--- src/rtl/boid_frame_reader_if.sv ---
// Bundle between the VGA timing side, display memory,
// buffer writer and the VGA pins for boid_frame_reader.
//
// slave  : the frame reader itself
// master : whoever drives timing, memory data and wr_done
//
// Timing inputs : pix_en, active, x, y, hsync_in,
//                 vsync_in, frame_end
// Writer        : wr_done in, swap_ack / front_sel out
// Memory        : rd_en / rd_addr out, rd_data0/1 in
// Pins          : hsync_out, vsync_out, VGA_R/G/B
// Status        : boid_pixel_count
interface boid_frame_reader_if #(
  parameter int ADDR_WIDTH = 19
);
  logic                  pix_en;
  logic                  active;
  logic [9:0]            x;
  logic [8:0]            y;
  logic                  hsync_in;
  logic                  vsync_in;
  logic                  frame_end;
  logic                  wr_done;
  logic                  swap_ack;
  logic                  front_sel;
  logic                  rd_en;
  logic [ADDR_WIDTH-1:0] rd_addr;
  logic                  rd_data0;
  logic                  rd_data1;
  logic                  hsync_out;
  logic                  vsync_out;
  logic [3:0]            VGA_R;
  logic [3:0]            VGA_G;
  logic [3:0]            VGA_B;
  logic [15:0]           boid_pixel_count;

  modport slave (
    input  pix_en, active, x, y,
    input  hsync_in, vsync_in, frame_end,
    input  wr_done, rd_data0, rd_data1,
    output swap_ack, front_sel,
    output rd_en, rd_addr,
    output hsync_out, vsync_out,
    output VGA_R, VGA_G, VGA_B,
    output boid_pixel_count
  );

  modport master (
    output pix_en, active, x, y,
    output hsync_in, vsync_in, frame_end,
    output wr_done, rd_data0, rd_data1,
    input  swap_ack, front_sel,
    input  rd_en, rd_addr,
    input  hsync_out, vsync_out,
    input  VGA_R, VGA_G, VGA_B,
    input  boid_pixel_count
  );
endinterface

--- src/rtl/boid_frame_reader.sv ---
// Front-buffer scan-out of the boid display memory:
// 3-stage pixel pipeline plus buffer-swap arbitration.
//
// Ports:
//   clock : system clock, rising edge
//   reset : asynchronous, active high
//   bus   : boid_frame_reader_if.slave
//     stage 0 issues rd_en/rd_addr for (x,y)
//     stage 1 picks the bank bit latched for that pixel
//     stage 2 drives colour and syncs, 2 strobes late
//     swap FSM toggles front_sel at frame_end
//     once the writer reports wr_done
module boid_frame_reader #(
  parameter int          VIDEO_WIDTH  = 640,
  parameter int          VIDEO_HEIGHT = 480,
  parameter int          ADDR_WIDTH   = 19,
  parameter logic [11:0] BOID_COLOR   = 12'hFFF,
  parameter logic [11:0] BG_COLOR     = 12'h000
) (
  input logic               clock,
  input logic               reset,
  boid_frame_reader_if.slave bus
);

  typedef enum logic [1:0] {
    SHOW,
    ARMED,
    WAIT_LOW
  } swap_st_e;

  // stage 0
  logic [ADDR_WIDTH-1:0] x_ext;
  logic [ADDR_WIDTH-1:0] y_ext;
  logic [ADDR_WIDTH-1:0] rd_addr_d;
  logic [ADDR_WIDTH-1:0] rd_addr_q;
  logic                  in_range;
  logic                  rd_en_d;
  logic                  rd_en_q;
  logic                  act0_q;
  logic                  hs0_q;
  logic                  vs0_q;
  logic                  fe0_q;
  logic                  inr0_q;
  logic                  fsel0_q;

  // stage 1
  logic                  boid_d;
  logic                  boid1_q;
  logic                  act1_q;
  logic                  hs1_q;
  logic                  vs1_q;
  logic                  fe1_q;

  // stage 2
  logic [11:0]           col_d;
  logic [11:0]           col_q;
  logic                  hs2_q;
  logic                  vs2_q;

  // boid counter
  logic                  hit;
  logic [15:0]           cnt_inc;
  logic [15:0]           cnt_d;
  logic [15:0]           cnt_q;
  logic [15:0]           shown_d;
  logic [15:0]           shown_q;

  // swap FSM
  swap_st_e              st_d;
  swap_st_e              st_q;
  logic                  fe_strobe;
  logic                  fsel_d;
  logic                  fsel_q;
  logic                  ack_d;
  logic                  ack_q;

  // x + 640*y without a multiplier
  always_comb begin
    x_ext     = ADDR_WIDTH'(bus.x);
    y_ext     = ADDR_WIDTH'(bus.y);
    rd_addr_d = (y_ext << 9) + (y_ext << 7) + x_ext;
    in_range  = (int'(bus.x) < VIDEO_WIDTH) &&
                (int'(bus.y) < VIDEO_HEIGHT);
    rd_en_d   = bus.active & in_range;
  end

  // bank choice uses the front_sel seen at stage 0,
  // so the pixel in flight at a swap stays on the old buffer
  always_comb begin
    boid_d = 1'b0;
    if (inr0_q) begin
      boid_d = fsel0_q ? bus.rd_data1 : bus.rd_data0;
    end
  end

  always_comb begin
    col_d = 12'h000;
    if (act1_q) begin
      col_d = boid1_q ? BOID_COLOR : BG_COLOR;
    end
  end

  // the frame_end pixel itself is part of the reported total
  always_comb begin
    hit     = act1_q & boid1_q;
    cnt_inc = cnt_q;
    if (hit && (cnt_q != 16'hFFFF)) begin
      cnt_inc = cnt_q + 16'd1;
    end
    cnt_d   = cnt_q;
    shown_d = shown_q;
    if (bus.pix_en) begin
      if (fe1_q) begin
        shown_d = cnt_inc;
        cnt_d   = '0;
      end else begin
        cnt_d   = cnt_inc;
      end
    end
  end

  always_ff @(posedge clock or posedge reset) begin
    if (reset) begin
      rd_addr_q <= '0;
      rd_en_q   <= 1'b0;
      act0_q    <= 1'b0;
      hs0_q     <= 1'b1;
      vs0_q     <= 1'b1;
      fe0_q     <= 1'b0;
      inr0_q    <= 1'b0;
      fsel0_q   <= 1'b0;
      boid1_q   <= 1'b0;
      act1_q    <= 1'b0;
      hs1_q     <= 1'b1;
      vs1_q     <= 1'b1;
      fe1_q     <= 1'b0;
      col_q     <= 12'h000;
      hs2_q     <= 1'b1;
      vs2_q     <= 1'b1;
    end else if (bus.pix_en) begin
      rd_addr_q <= rd_addr_d;
      rd_en_q   <= rd_en_d;
      act0_q    <= bus.active;
      hs0_q     <= bus.hsync_in;
      vs0_q     <= bus.vsync_in;
      fe0_q     <= bus.frame_end;
      inr0_q    <= in_range;
      fsel0_q   <= fsel_q;
      boid1_q   <= boid_d;
      act1_q    <= act0_q;
      hs1_q     <= hs0_q;
      vs1_q     <= vs0_q;
      fe1_q     <= fe0_q;
      col_q     <= col_d;
      hs2_q     <= hs1_q;
      vs2_q     <= vs1_q;
    end
  end

  always_ff @(posedge clock or posedge reset) begin
    if (reset) begin
      cnt_q   <= '0;
      shown_q <= '0;
    end else begin
      cnt_q   <= cnt_d;
      shown_q <= shown_d;
    end
  end

  // wr_done together with frame_end in SHOW swaps at once;
  // WAIT_LOW blocks a second swap on a lingering wr_done
  always_comb begin
    st_d      = st_q;
    fsel_d    = fsel_q;
    ack_d     = 1'b0;
    fe_strobe = bus.pix_en & bus.frame_end;
    unique case (st_q)
      SHOW: begin
        if (bus.wr_done) begin
          if (fe_strobe) begin
            fsel_d = ~fsel_q;
            ack_d  = 1'b1;
            st_d   = WAIT_LOW;
          end else begin
            st_d   = ARMED;
          end
        end
      end
      ARMED: begin
        if (fe_strobe) begin
          fsel_d = ~fsel_q;
          ack_d  = 1'b1;
          st_d   = WAIT_LOW;
        end
      end
      WAIT_LOW: begin
        if (!bus.wr_done) begin
          st_d = SHOW;
        end
      end
      default: st_d = SHOW;
    endcase
  end

  always_ff @(posedge clock or posedge reset) begin
    if (reset) begin
      st_q   <= SHOW;
      fsel_q <= 1'b0;
      ack_q  <= 1'b0;
    end else begin
      st_q   <= st_d;
      fsel_q <= fsel_d;
      ack_q  <= ack_d;
    end
  end

  assign bus.rd_en            = rd_en_q;
  assign bus.rd_addr          = rd_addr_q;
  assign bus.front_sel        = fsel_q;
  assign bus.swap_ack         = ack_q;
  assign bus.hsync_out        = hs2_q;
  assign bus.vsync_out        = vs2_q;
  assign bus.VGA_R            = col_q[11:8];
  assign bus.VGA_G            = col_q[7:4];
  assign bus.VGA_B            = col_q[3:0];
  assign bus.boid_pixel_count = shown_q;

endmodule
--- src/flat_wrapper.sv ---
// flat-port wrapper written by rule: the top's interface ports become plain ports
module boid_frame_reader_flat 
#(
  parameter int          VIDEO_WIDTH  = 640,
  parameter int          VIDEO_HEIGHT = 480,
  parameter int          ADDR_WIDTH   = 19,
  parameter logic [11:0] BOID_COLOR   = 12'hFFF,
  parameter logic [11:0] BG_COLOR     = 12'h000
)
  (clock, reset, bus_pix_en, bus_active, bus_x, bus_y, bus_hsync_in, bus_vsync_in, bus_frame_end, bus_wr_done, bus_rd_data0, bus_rd_data1, bus_swap_ack, bus_front_sel, bus_rd_en, bus_rd_addr, bus_hsync_out, bus_vsync_out, bus_VGA_R, bus_VGA_G, bus_VGA_B, bus_boid_pixel_count);
  boid_frame_reader_if #(.ADDR_WIDTH(ADDR_WIDTH)) bus_i ();
  input logic clock;
  input logic reset;
  input wire logic [$bits(bus_i.pix_en)-1:0] bus_pix_en;
  input wire logic [$bits(bus_i.active)-1:0] bus_active;
  input wire logic [$bits(bus_i.x)-1:0] bus_x;
  input wire logic [$bits(bus_i.y)-1:0] bus_y;
  input wire logic [$bits(bus_i.hsync_in)-1:0] bus_hsync_in;
  input wire logic [$bits(bus_i.vsync_in)-1:0] bus_vsync_in;
  input wire logic [$bits(bus_i.frame_end)-1:0] bus_frame_end;
  input wire logic [$bits(bus_i.wr_done)-1:0] bus_wr_done;
  input wire logic [$bits(bus_i.rd_data0)-1:0] bus_rd_data0;
  input wire logic [$bits(bus_i.rd_data1)-1:0] bus_rd_data1;
  output wire logic [$bits(bus_i.swap_ack)-1:0] bus_swap_ack;
  output wire logic [$bits(bus_i.front_sel)-1:0] bus_front_sel;
  output wire logic [$bits(bus_i.rd_en)-1:0] bus_rd_en;
  output wire logic [$bits(bus_i.rd_addr)-1:0] bus_rd_addr;
  output wire logic [$bits(bus_i.hsync_out)-1:0] bus_hsync_out;
  output wire logic [$bits(bus_i.vsync_out)-1:0] bus_vsync_out;
  output wire logic [$bits(bus_i.VGA_R)-1:0] bus_VGA_R;
  output wire logic [$bits(bus_i.VGA_G)-1:0] bus_VGA_G;
  output wire logic [$bits(bus_i.VGA_B)-1:0] bus_VGA_B;
  output wire logic [$bits(bus_i.boid_pixel_count)-1:0] bus_boid_pixel_count;
  assign bus_i.pix_en = bus_pix_en;
  assign bus_i.active = bus_active;
  assign bus_i.x = bus_x;
  assign bus_i.y = bus_y;
  assign bus_i.hsync_in = bus_hsync_in;
  assign bus_i.vsync_in = bus_vsync_in;
  assign bus_i.frame_end = bus_frame_end;
  assign bus_i.wr_done = bus_wr_done;
  assign bus_i.rd_data0 = bus_rd_data0;
  assign bus_i.rd_data1 = bus_rd_data1;
  assign bus_swap_ack = bus_i.swap_ack;
  assign bus_front_sel = bus_i.front_sel;
  assign bus_rd_en = bus_i.rd_en;
  assign bus_rd_addr = bus_i.rd_addr;
  assign bus_hsync_out = bus_i.hsync_out;
  assign bus_vsync_out = bus_i.vsync_out;
  assign bus_VGA_R = bus_i.VGA_R;
  assign bus_VGA_G = bus_i.VGA_G;
  assign bus_VGA_B = bus_i.VGA_B;
  assign bus_boid_pixel_count = bus_i.boid_pixel_count;
  boid_frame_reader #(.VIDEO_WIDTH(VIDEO_WIDTH), .VIDEO_HEIGHT(VIDEO_HEIGHT), .ADDR_WIDTH(ADDR_WIDTH), .BOID_COLOR(BOID_COLOR), .BG_COLOR(BG_COLOR)) u_core (.clock(clock), .reset(reset), .bus(bus_i));
endmodule
--- config.mk ---
export PLATFORM = sky130hd
export DESIGN_NAME = boid_frame_reader_flat
export DESIGN_NICKNAME = d
export VERILOG_FILES = /design/src/rtl/boid_frame_reader_if.sv /design/src/rtl/boid_frame_reader.sv /design/src/flat_wrapper.sv
export SDC_FILE = /design/constraint.sdc
export NUM_CORES = 1
export LEC_CHECK = 0
export BUFFER_PORTS_ARGS = -buffer_cell sky130_fd_sc_hd__buf_4
export CORE_MARGIN = 5
export CORE_UTILIZATION = 30
export DETAILED_ROUTE_END_ITERATION = 8
export SLEW_MARGIN = 5
export SYNTH_ARGS = -nofsm -noshare
export SYNTH_HDL_FRONTEND = slang
export SYNTH_SLANG_ARGS = --single-unit
--- constraint.sdc ---
create_clock -name clock -period 3.54 [get_ports clock]
set_clock_uncertainty 0.05 [all_clocks]
set_input_delay 0.177 -clock clock [delete_from_list [all_inputs] [get_ports clock]]
set_output_delay 0.177 -clock clock [all_outputs]
set_load 0.01 [all_outputs]
==> flow_summary.yaml, run 1 <==
logic_synthesis:
  post_synth.cell_area_avg_um2: 10.07
  yosysUniqueCellTypes: 63
  synth-edff-count: 0
  synthSimpleGateAreaFrac: 0.1918
  synthesis.area_mm2: 0.004058
  synthArstFlopShare: 1.000
  syn_inst: 403
  yosys_warnings: 0
  yosysSeqAreaShare: 0.4335
  synth_adder_area_share: 0.06537
  synth_compound_area_frac: 0.1881
  synth_top_family_by_area: "simple AND/OR/NAND/NOR gates"
  synth.net_count: 452
  muxShareOfSynthArea: 0.06044
  yosys_register_bits: 70
  ys.flop_type: "dfrtp_1"
  synth_xor_area_frac: 0.004317
power:
  leakage_nw: 2.126
  internal_power_mw: 1.871
  clkPwrFrac: 0.311
  power.total_mw: 2.749
  irDropWorstVdd_mv: 0.2794
  netSwitchingPower_mw: 0.8777
  swShare: 0.3193
  power_density_mw_per_mm2: 548.4
  power_frac_seq: 0.417
  combPwrFrac: 0.272
grt:
  gr-total-overflow: 0
  grt_start_max_net_pins: 58
  grt_antenna_before_repair: 0
  grt_pass1_wl_um: 17090
  grtUsageTotal: 0.1319
  grt_pass1_vias: 3327
clocking:
  clockRootBuffer: "clkbuf_16"
  clk_pin_slew_ps: 50
  cts_buffers: 9
  cts_resized: 0
  clock_path_buffers: 2
  hold_buffers: 2
  post_cts_buffers: 0
  cts_sinks: 70
  cts_tree: "built"
  h-tree-depth: 3
  clkLatencyLatePin_ps: 340
worst_setup_path:
  arrival_ps: 2490
  cp_slowest_cell: "or4_1"
  crit_path_max_incr_delay_ps: 580
  path_cells: "nand4_2, or2_0, or4_1, o311ai_1"
  crit_required_ps: 3710
  startpoint_type: "register"
  cp-end-kind: "register"
  crit_fanout: 16
  ff2ff_setup_slack_ps: 1220
  crit_type: "reg2reg"
die:
  coreArea_mm2: 0.01324
  rows: 42
  die_h_um: 126.3
  dieArea_mm2: 0.01595
  io_pins: 81
  start_util: 0.3064
  dieWidth_um: 126.3
route:
  first_pass_iters: 5
  ant_nets: 0
  vias_per_cell: 5.241
  vias: 3370
  drtIter0Drc: 134
  drcViolationCount: 0
  wl_per_cell_um: 15.79
  drt-total-wl_um: 10160
sta:
  setup_ws_ps: 1225
  worst_pin_slew_ps: 850.7
  final_hold_viol_count: 0
  slew_headroom: 0.4323
  fmax_mhz: 431.9
  fin_tns_setup_ps: 0
  finalCritPeriodShare: 0.6540
  period_needed_ps: 2315
  fin_hold_ws_ps: 21.98
  finalSetupViolCount: 0
  maxSlewViolCount: 0
  rsz0062_at_grt: "false"
placed_design:
  dpl.hpwl_um: 7147
  port-buffer-count: 80
  gp_congestion: 0.8300
  place_ws_ps: 1085
  place_inst: 625
finish:
  instances_no_fill: 643
  area_growth_pct: 23.53
  drive_above_1_share: 0.2869
  n_antenna_cell: 0
  nNetsFinal: 511
min_path:
  hold_class: "in2reg"
run_status:
  status: "complete, no violations"
flow_run:
  timing.max_cap.violations: 0
==> synth_stat cells (4+ instances only) <==
master | number | area [um2]
dfrtp_1 | 64 | 1602
nand2_1 | 34 | 127.6
nor2_1 | 21 | 78.83
mux2_2 | 20 | 225.2
ha_1 | 18 | 225.2
clkbuf_1 | 16 | 60.06
o21ai_0 | 16 | 80.08
a21oi_1 | 15 | 75.07
a31oi_1 | 13 | 81.33
inv_1 | 12 | 45.04
or3_1 | 12 | 75.07
buf_4 | 11 | 82.58
nand3_1 | 11 | 55.05
o211ai_1 | 9 | 67.56
o31ai_1 | 9 | 67.56
or4_1 | 8 | 60.06
buf_2 | 6 | 30.03
dfstp_2 | 6 | 157.7
nand4_1 | 6 | 37.54
o311ai_1 | 6 | 52.55
a211o_1 | 5 | 43.79
nor2b_1 | 5 | 31.28
nor3_1 | 5 | 25.02
o21ai_1 | 5 | 25.02
a211oi_1 | 4 | 30.03
a21o_1 | 4 | 30.03
nor4_1 | 4 | 25.02
==> registers in the layout, indices dropped and copies added, names as in the netlist, 2 cells and up <==
signal and cells:
u_core.bus.rd_addr 19, u_core.bus.boid_pixel_count 16, u_core.cnt_q 16, u_core.st_q 2
==> layer usage <==
layer	wire [um]	vias to the layer above	track usage
li1	-	1636	-
met1	4330	1641	0.1568
met2	5018	81	0.2235
met3	659	12	0.04666
met4	148	0	0.04227
met5	0	-	0
==> layout by cell type, fill, tap and decap left out, types with 4 or more instances in the layout <==
cell,Yosys,routed
nor3_1,5,5
o31ai_1,9,9
a21o_1,4,4
inv_1,12,11
nand2_1,34,34
ha_1,18,18
nand4_1,6,6
or3_1,12,12
nor4_1,4,4
mux2_2,20,20
dfrtp_1,64,64
buf_4,11,82
clkbuf_16,0,9
a21oi_1,15,15
a211oi_1,4,4
dfstp_2,6,6
o211ai_1,9,9
o21ai_0,16,16
nand3_1,11,11
nor2_1,21,21
a31oi_1,13,13
a211o_1,5,5
o311ai_1,6,6
nor2b_1,5,5
o21ai_1,5,5
or4_1,8,8
==> metrics by stage <==
step           instance area [um2]  utilization
3_5_place_dp                  4710       0.3556
2_1_floorplan                 4058            -
6_report                      5012       0.3785
3_3_place_gp                  4710       0.3556
5_1_grt                       5012       0.3785
4_1_cts                       5012       0.3785
==> final timing paths <==
check | startpoint | end | depth (start not counted)
min in group asynchronous | reset | u_core.bus.rd_addr[4] | 3
max | u_core.cnt_q[2] | u_core.cnt_q[9] | 4
max in group asynchronous | reset | u_core.bus.boid_pixel_count[13] | 4
min | bus_x[5] | u_core.bus.rd_addr[5] | 2
max reg2reg | u_core.cnt_q[2] | u_core.cnt_q[9] | 4
min reg2reg | u_core.bus.rd_addr[11] | u_core.bus.rd_addr[11] | 1
==> power by group through the flow <==
stage	Combinational [mW]	Sequential (mW)	Clock [mW]
2_1_floorplan	0.464	1.14	0
3_3_place_gp	0.744	1.15	0
3_5_place_dp	0.758	1.16	0
4_1_cts	0.762	1.15	0.891
5_1_grt	0.838	1.18	0.929
6_report	0.747	1.15	0.855
==> cell families (layout without fill, tap and decap cells) <==
kind of cell / Yosys count / count (layout)
AOI/OAI and AO/OA: 110 / 110
xor gates and xnor gates: 2 / 2
adders and majority gates: 20 / 20
buffers and inverters: 48 / 112
and+or+nand+nor: 131 / 131
DFF: 70 / 70
muxes: 22 / 22
==> final cells by class <==
cell class | instances | area (um2)
Fill cell | 1358 | 8230
Timing Repair Buffer | 84 | 635.6
Clock inverter | 1 | 5.005
Sequential cell | 70 | 1759
Inverter | 12 | 45.04
Multi-Input combinational cell | 285 | 2069
Tap cell | 176 | 220.2
Clock buffer | 15 | 277.8
==> critical path, delay by kind of cell, from the launching register on <==
family             cells  cell delay (ps)
AOI/OAI and AO/OA      1              280
and+or+nand+nor        3             1310
DFF                    1              560
Note: power is estimated with default switching activity, not from simulation.
==> run 2: changes to the inputs <==
Clock period 3.54 ns to 2.1 ns, I/O delays scaled along.
==> run 2 against run 1 <==
  * Count of clock-buffer cells in the layout down 5
  * Combinational power increased by 98%
  * Global-route usage is 0.67 points higher
  * Sequential power increased by 63%
  * Routed wire length up 4.9%
  * Die area did not move
  * Via count increased by 6.2%
  * Critical path depth grew 2
  * Largest power group unchanged
  * Worst hold slack got worse by 3.7 ps
==> flow_summary.yaml, run 2 (synthesis results as in run 1) <==
die:
  dieArea_mm2: 0.01595
  start_util: 0.3064
  io_pins: 81
  dieWidth_um: 126.3
  coreArea_mm2: 0.01324
  die_h_um: 126.3
  rows: 42
min_path:
  hold_class: "in2reg"
  holdCritStartpoint: "bus_y[8]"
clocking:
  clkLatencyLatePin_ps: 340
  clk_pin_slew_ps: 60
  cts_buffers: 9
  cts_sinks: 70
  h-tree-depth: 3
  post_cts_buffers: 0
  clock_path_buffers: 2
  cts_tree: "built"
  clockRootBuffer: "clkbuf_16"
grt:
  grt_antenna_before_repair: 0
  grtUsageTotal: 0.1386
  grt_start_max_net_pins: 35
  grt_pass1_vias: 3639
  gr-total-overflow: 0
  grt_pass1_wl_um: 18160
flow_run:
  timing.max_cap.violations: 0
sta:
  slew_headroom: 0.6166
  final_hold_viol_count: 0
  finalSetupViolCount: 0
  period_needed_ps: 1990
  fin_hold_ws_ps: 18.26
  rsz0062_at_grt: "false"
  fmax_mhz: 502.6
  finalCritPeriodShare: 0.9475
  maxSlewViolCount: 0
  worst_pin_slew_ps: 574.2
route:
  first_pass_iters: 5
  drt-total-wl_um: 10660
  routed.top_layer: "met4"
  drcViolationCount: 0
  drtIter0Drc: 172
  wl_per_cell_um: 15.27
  vias_per_cell: 5.129
  routed-wl-met2_um: 5217
  vias: 3580
  ant_nets: 0
  m1WireLength_um: 4804
  met3_length_um: 516
power:
  leakage_nw: 2.399
  irDropWorstVdd_mv: 0.3705
  power_density_mw_per_mm2: 901.0
worst_setup_path:
  ff2ff_setup_slack_ps: 110
  cp_slowest_cell: "dfrtp_2"
  reg2reg_from: "u_core.cnt_q[0]"
  critical_path_depth: 6
  crit_end: "u_core.cnt_q[9]"
  crit_path_max_incr_delay_ps: 440
  r2r_cells: 6
  crit_type: "reg2reg"
  arrival_ps: 2170
  crit_path_start: "u_core.cnt_q[0]"
  cpLargestDelayFamily: "simple AND/OR/NAND/NOR gates"
  cp_num_buf_inv: 1
  crit_required_ps: 2280
  startpoint_type: "register"
  cp-end-kind: "register"
  crit_fanout: 6
  path_cells: "ha_1, nand4_1, nor3_1, buf_4, or4_1, o311ai_1"
  r2r_end: "u_core.cnt_q[9]"
finish:
  final_common_cell: "buf_4"
  n_antenna_cell: 0
  instances_no_fill: 698
  area_growth_pct: 35.34
  largest_reg_flops: 19
  drive_above_1_share: 0.3487
  nNetsFinal: 566
  layout_common_cells: "buf_4 (125), dfrtp_1 (63), nand2_1 (34)"
  fin_util: 0.4147
placed_design:
  port-buffer-count: 80
  place_inst: 669
  gp_congestion: 0.8543
  dpl.hpwl_um: 7823
run_status:
  status: "complete, no violations"
run 2: cell count changes in the layout (fill, tap and decap cells not counted), moves of 2 or more:
cell           previous run  this run
clkbuf_1                  3         0
inv_6                     0         2
clkbuf_8                  3         1
buf_4                    82       125
dlygate4sd3_1             2        13
run 2: worst reg2reg max path, delay by kind of cell (launching register included):
kind | cells | cell delay [ps]
AND/OR/NAND/NOR | 3 | 690
flip-flops | 1 | 440
adder cells (fa/ha/maj) | 1 | 280
AO/OA/AOI/OAI | 1 | 280
buffers and inverters | 1 | 160
run 2: layout make-up:
| cell class | instances | area, um2 |
|---|---|---|
| flip-flops and latches | 70 | 1760 |
| multi-input cells | 285 | 2069 |
| repair buffers | 139 | 1089 |
| fillers | 1305 | 7751 |
| clock inverters | 6 | 68.82 |
| clock buffers | 10 | 239.0 |
| well taps | 176 | 220.2 |
| inverters | 12 | 45.04 |
run 2: what timing repair did:
item,4_1_cts,5_1_grt
endpoints found under the hold margin,31,0
gates resized for setup,0,1
setup endpoints to repair,0,4
hold buffers,13,0
run 2: per-stage QoR:
step	area (um2)	TNS (ps)	setup slack (ps)	total power, mW
finish	5492	0	110.3	4.948
global route	5492	0	22.70	5.276
CTS	5490	0	82.37	5.014
detailed placement	5052	-760.7	-257.8	3.384
global placement	5052	-661.9	-224.4	3.342
floorplan	4058	0	5.737	2.710
run 2: worst min path at each step:
stage	end	slack, ps	cells after the start
detailed placement	u_core.bus.rd_addr[0]	160	2
CTS	u_core.bus.rd_addr[18]	10	3
floorplan	u_core.st_q[0]	150	1
global route	u_core.bus.rd_addr[18]	40	3
global placement	u_core.bus.rd_addr[1]	160	2
finish	u_core.bus.rd_addr[18]	20	3
run 2: report_power, final:
group	switching [mW]	internal, mW	leakage [nW]
clock network	0.630	0.961	0.149
logic	0.726	0.759	1.41
registers	0.237	1.64	0.839
total	1.59	3.35	2.40
run 2: routing by layer:
| layer | global-route usage | vias up |
|---|---|---|
| met2 | 0.2279 | 83 |
| met3 | 0.04119 | 11 |
| li1 | - | 1746 |
| met1 | 0.1784 | 1740 |
| met4 | 0.03785 | 0 |
| met5 | 0 | - |
==> run 3: changes to the inputs <==
Settings changed: PLACE_DENSITY set to 0.52.
==> run 3 against run 2 <==
  * First-iteration DRC count is 42% lower
  * Critical path depth rose by 1
  * Non-clock buffer count is 4 lower
  * Design area is 0.73% lower
  * Routed wire length down 2.7%
  * Maximum frequency fell by 2.0%
  * Flip-flop and latch count stayed put
  * Highest routed layer unchanged
  * Worst setup slack worse by 41 ps
  * Register-to-register slack gained 50 ps
  * Utilization decreased by 0.30 points
==> flow_summary.yaml, run 3 (synthesis results as in run 1) <==
run_status:
  status: "complete, no violations"
finish:
  largest_reg_flops: 19
  drive_above_1_share: 0.3398
  final_area_mm2: 0.005451
  final_common_cell: "buf_4"
  layout_common_cells: "buf_4 (121), dfrtp_1 (64), nand2_1 (34)"
  nNetsFinal: 562
  n_antenna_cell: 0
  area_growth_pct: 34.35
  fillers: 1304
  instances_no_fill: 694
worst_setup_path:
  cp_slowest_cell: "fa_1"
  startpoint_type: "primary input"
  r2r_cells: 6
  cp_num_buf_inv: 1
  reg2reg_from: "u_core.cnt_q[0]"
  crit_path_max_incr_delay_ps: 530
  path_cells: "buf_4, fa_1, ha_1, a211o_1, a21oi_1, nor4_1, or3b_2"
  r2r_end: "u_core.cnt_q[5]"
  cp-end-kind: "register"
  ff2ff_setup_slack_ps: 160
  crit_type: "in2reg"
  crit_required_ps: 2260
  crit_fanout: 4
  cpLargestDelayFamily: "adder cells"
  arrival_ps: 2190
route:
  drt-total-wl_um: 10370
  first_pass_iters: 4
  vias: 3548
  vias_per_cell: 5.112
  drcViolationCount: 0
  drtIter0Drc: 99
  ant_nets: 0
  wl_per_cell_um: 14.94
sta:
  maxSlewViolCount: 0
  fin_tns_setup_ps: 0
  fmax_mhz: 492.4
  final_hold_viol_count: 0
  finalSetupViolCount: 0
  slew_headroom: 0.7069
  period_needed_ps: 2031
  worst_pin_slew_ps: 436.0
  finalCritPeriodShare: 0.9672
  fin_hold_ws_ps: 26.13
  rsz0062_at_grt: "false"
min_path:
  hold_depth: 3
  holdCritStartpoint: "bus_y[8]"
  hold_class: "in2reg"
  min_to: "u_core.bus.rd_addr[18]"
grt:
  grt_use_met1: 0.1722
  grt_start_max_net_pins: 71
  grt_pass1_vias: 3622
  grt.met2_usage: 0.2247
  grtUsageTotal: 0.1338
  use_met3: 0.03153
  grt_antenna_before_repair: 0
  grt-busiest-layer: "met2"
  grt_pass1_wl_um: 17730
  gr-total-overflow: 0
clocking:
  cts_resized: 0
  cts_buffers: 9
  cts_tree: "built"
  cts_sinks: 70
  clock_path_buffers: 2
  clockRootBuffer: "clkbuf_16"
  clkLatencyLatePin_ps: 340
  clk_pin_slew_ps: 60
  h-tree-depth: 3
die:
  dieArea_mm2: 0.01595
  io_pins: 81
  coreArea_mm2: 0.01324
  rows: 42
  dieWidth_um: 126.3
  start_util: 0.3064
  die_h_um: 126.3
placed_design:
  port-buffer-count: 80
  place_inst: 665
  gp_congestion: 0.7936
  dpl.hpwl_um: 7541
  postPlaceCellArea_mm2: 0.005022
power:
  power_density_mw_per_mm2: 897.7
  irDropWorstVdd_mv: 0.3353
  leakage_nw: 2.379
flow_run:
  timing.max_cap.violations: 0
## run 3: cell types whose count changed in the layout (fill, tap and decap cells not counted)
cell / previous run / this run
clkbuf_8: 1 / 0
dfrtp_2: 1 / 0
clkbuf_1: 0 / 1
clkinvlp_4: 1 / 0
dfrtp_1: 63 / 64
clkinv_4: 1 / 2
buf_4: 125 / 121
## run 3: stage by stage
step / total power [mW] / setup slack [ps] / util
after floorplan: 2.710 / 5.737 / -
final: 4.894 / 68.93 / 0.4117
after global routing: 5.230 / 11.85 / 0.4117
after global placement: 3.344 / -203.8 / 0.3793
after CTS: 4.977 / 89.47 / 0.4117
after detailed placement: 3.375 / -272.8 / 0.3793
## run 3: power by group
part / switching [mW] / leakage [nW] / total (mW) / internal, mW
sequential: 0.227 / 0.840 / 1.86 / 1.63
clock: 0.611 / 0.147 / 1.54 / 0.930
combinational: 0.738 / 1.39 / 1.49 / 0.754
## run 3: cell type report
class	instances	area, um2	area share
Sequential cell	70	1759	0.3227
Tap cell	176	220.2	0.04039
Inverter	12	45.04	0.008263
Timing Repair Buffer	135	1059	0.1942
Clock buffer	10	229.0	0.04200
Clock inverter	6	70.07	0.01285
Multi-Input combinational cell	285	2069	0.3796
## run 3: metal layers
metal | part of all wire | wire, um
met1 | 0.45 | 4662
met2 | 0.49 | 5109
met3 | 0.047 | 487
met4 | 0.011 | 112
met5 | 0 | 0
## run 3: repair_timing
action | CTS | global route
hold buffers | 13 | 0
endpoints found under the setup margin | 0 | 0
endpoints found under the hold margin | 78 | 0
buffers inserted | 0 | 0
## run 3: how the worst max path moves through the flow
stage / start / end / slack [ps] / depth (start not counted)
global route: bus_y[0] / u_core.bus.rd_addr[15] / 10 / 7
floorplan: bus_y[0] / u_core.bus.rd_addr[15] / 6 / 6
finish: bus_y[0] / u_core.bus.rd_addr[15] / 70 / 7
detailed placement: bus_y[0] / u_core.bus.rd_addr[15] / -270 / 7
global placement: bus_y[0] / u_core.bus.rd_addr[15] / -200 / 7
CTS: bus_y[0] / u_core.bus.rd_addr[15] / 90 / 7
## run 3: worst min-delay path, cell delays in order
cell	delay (ps)
buf_4	130
nand2_1	80
o2bb2ai_1	60
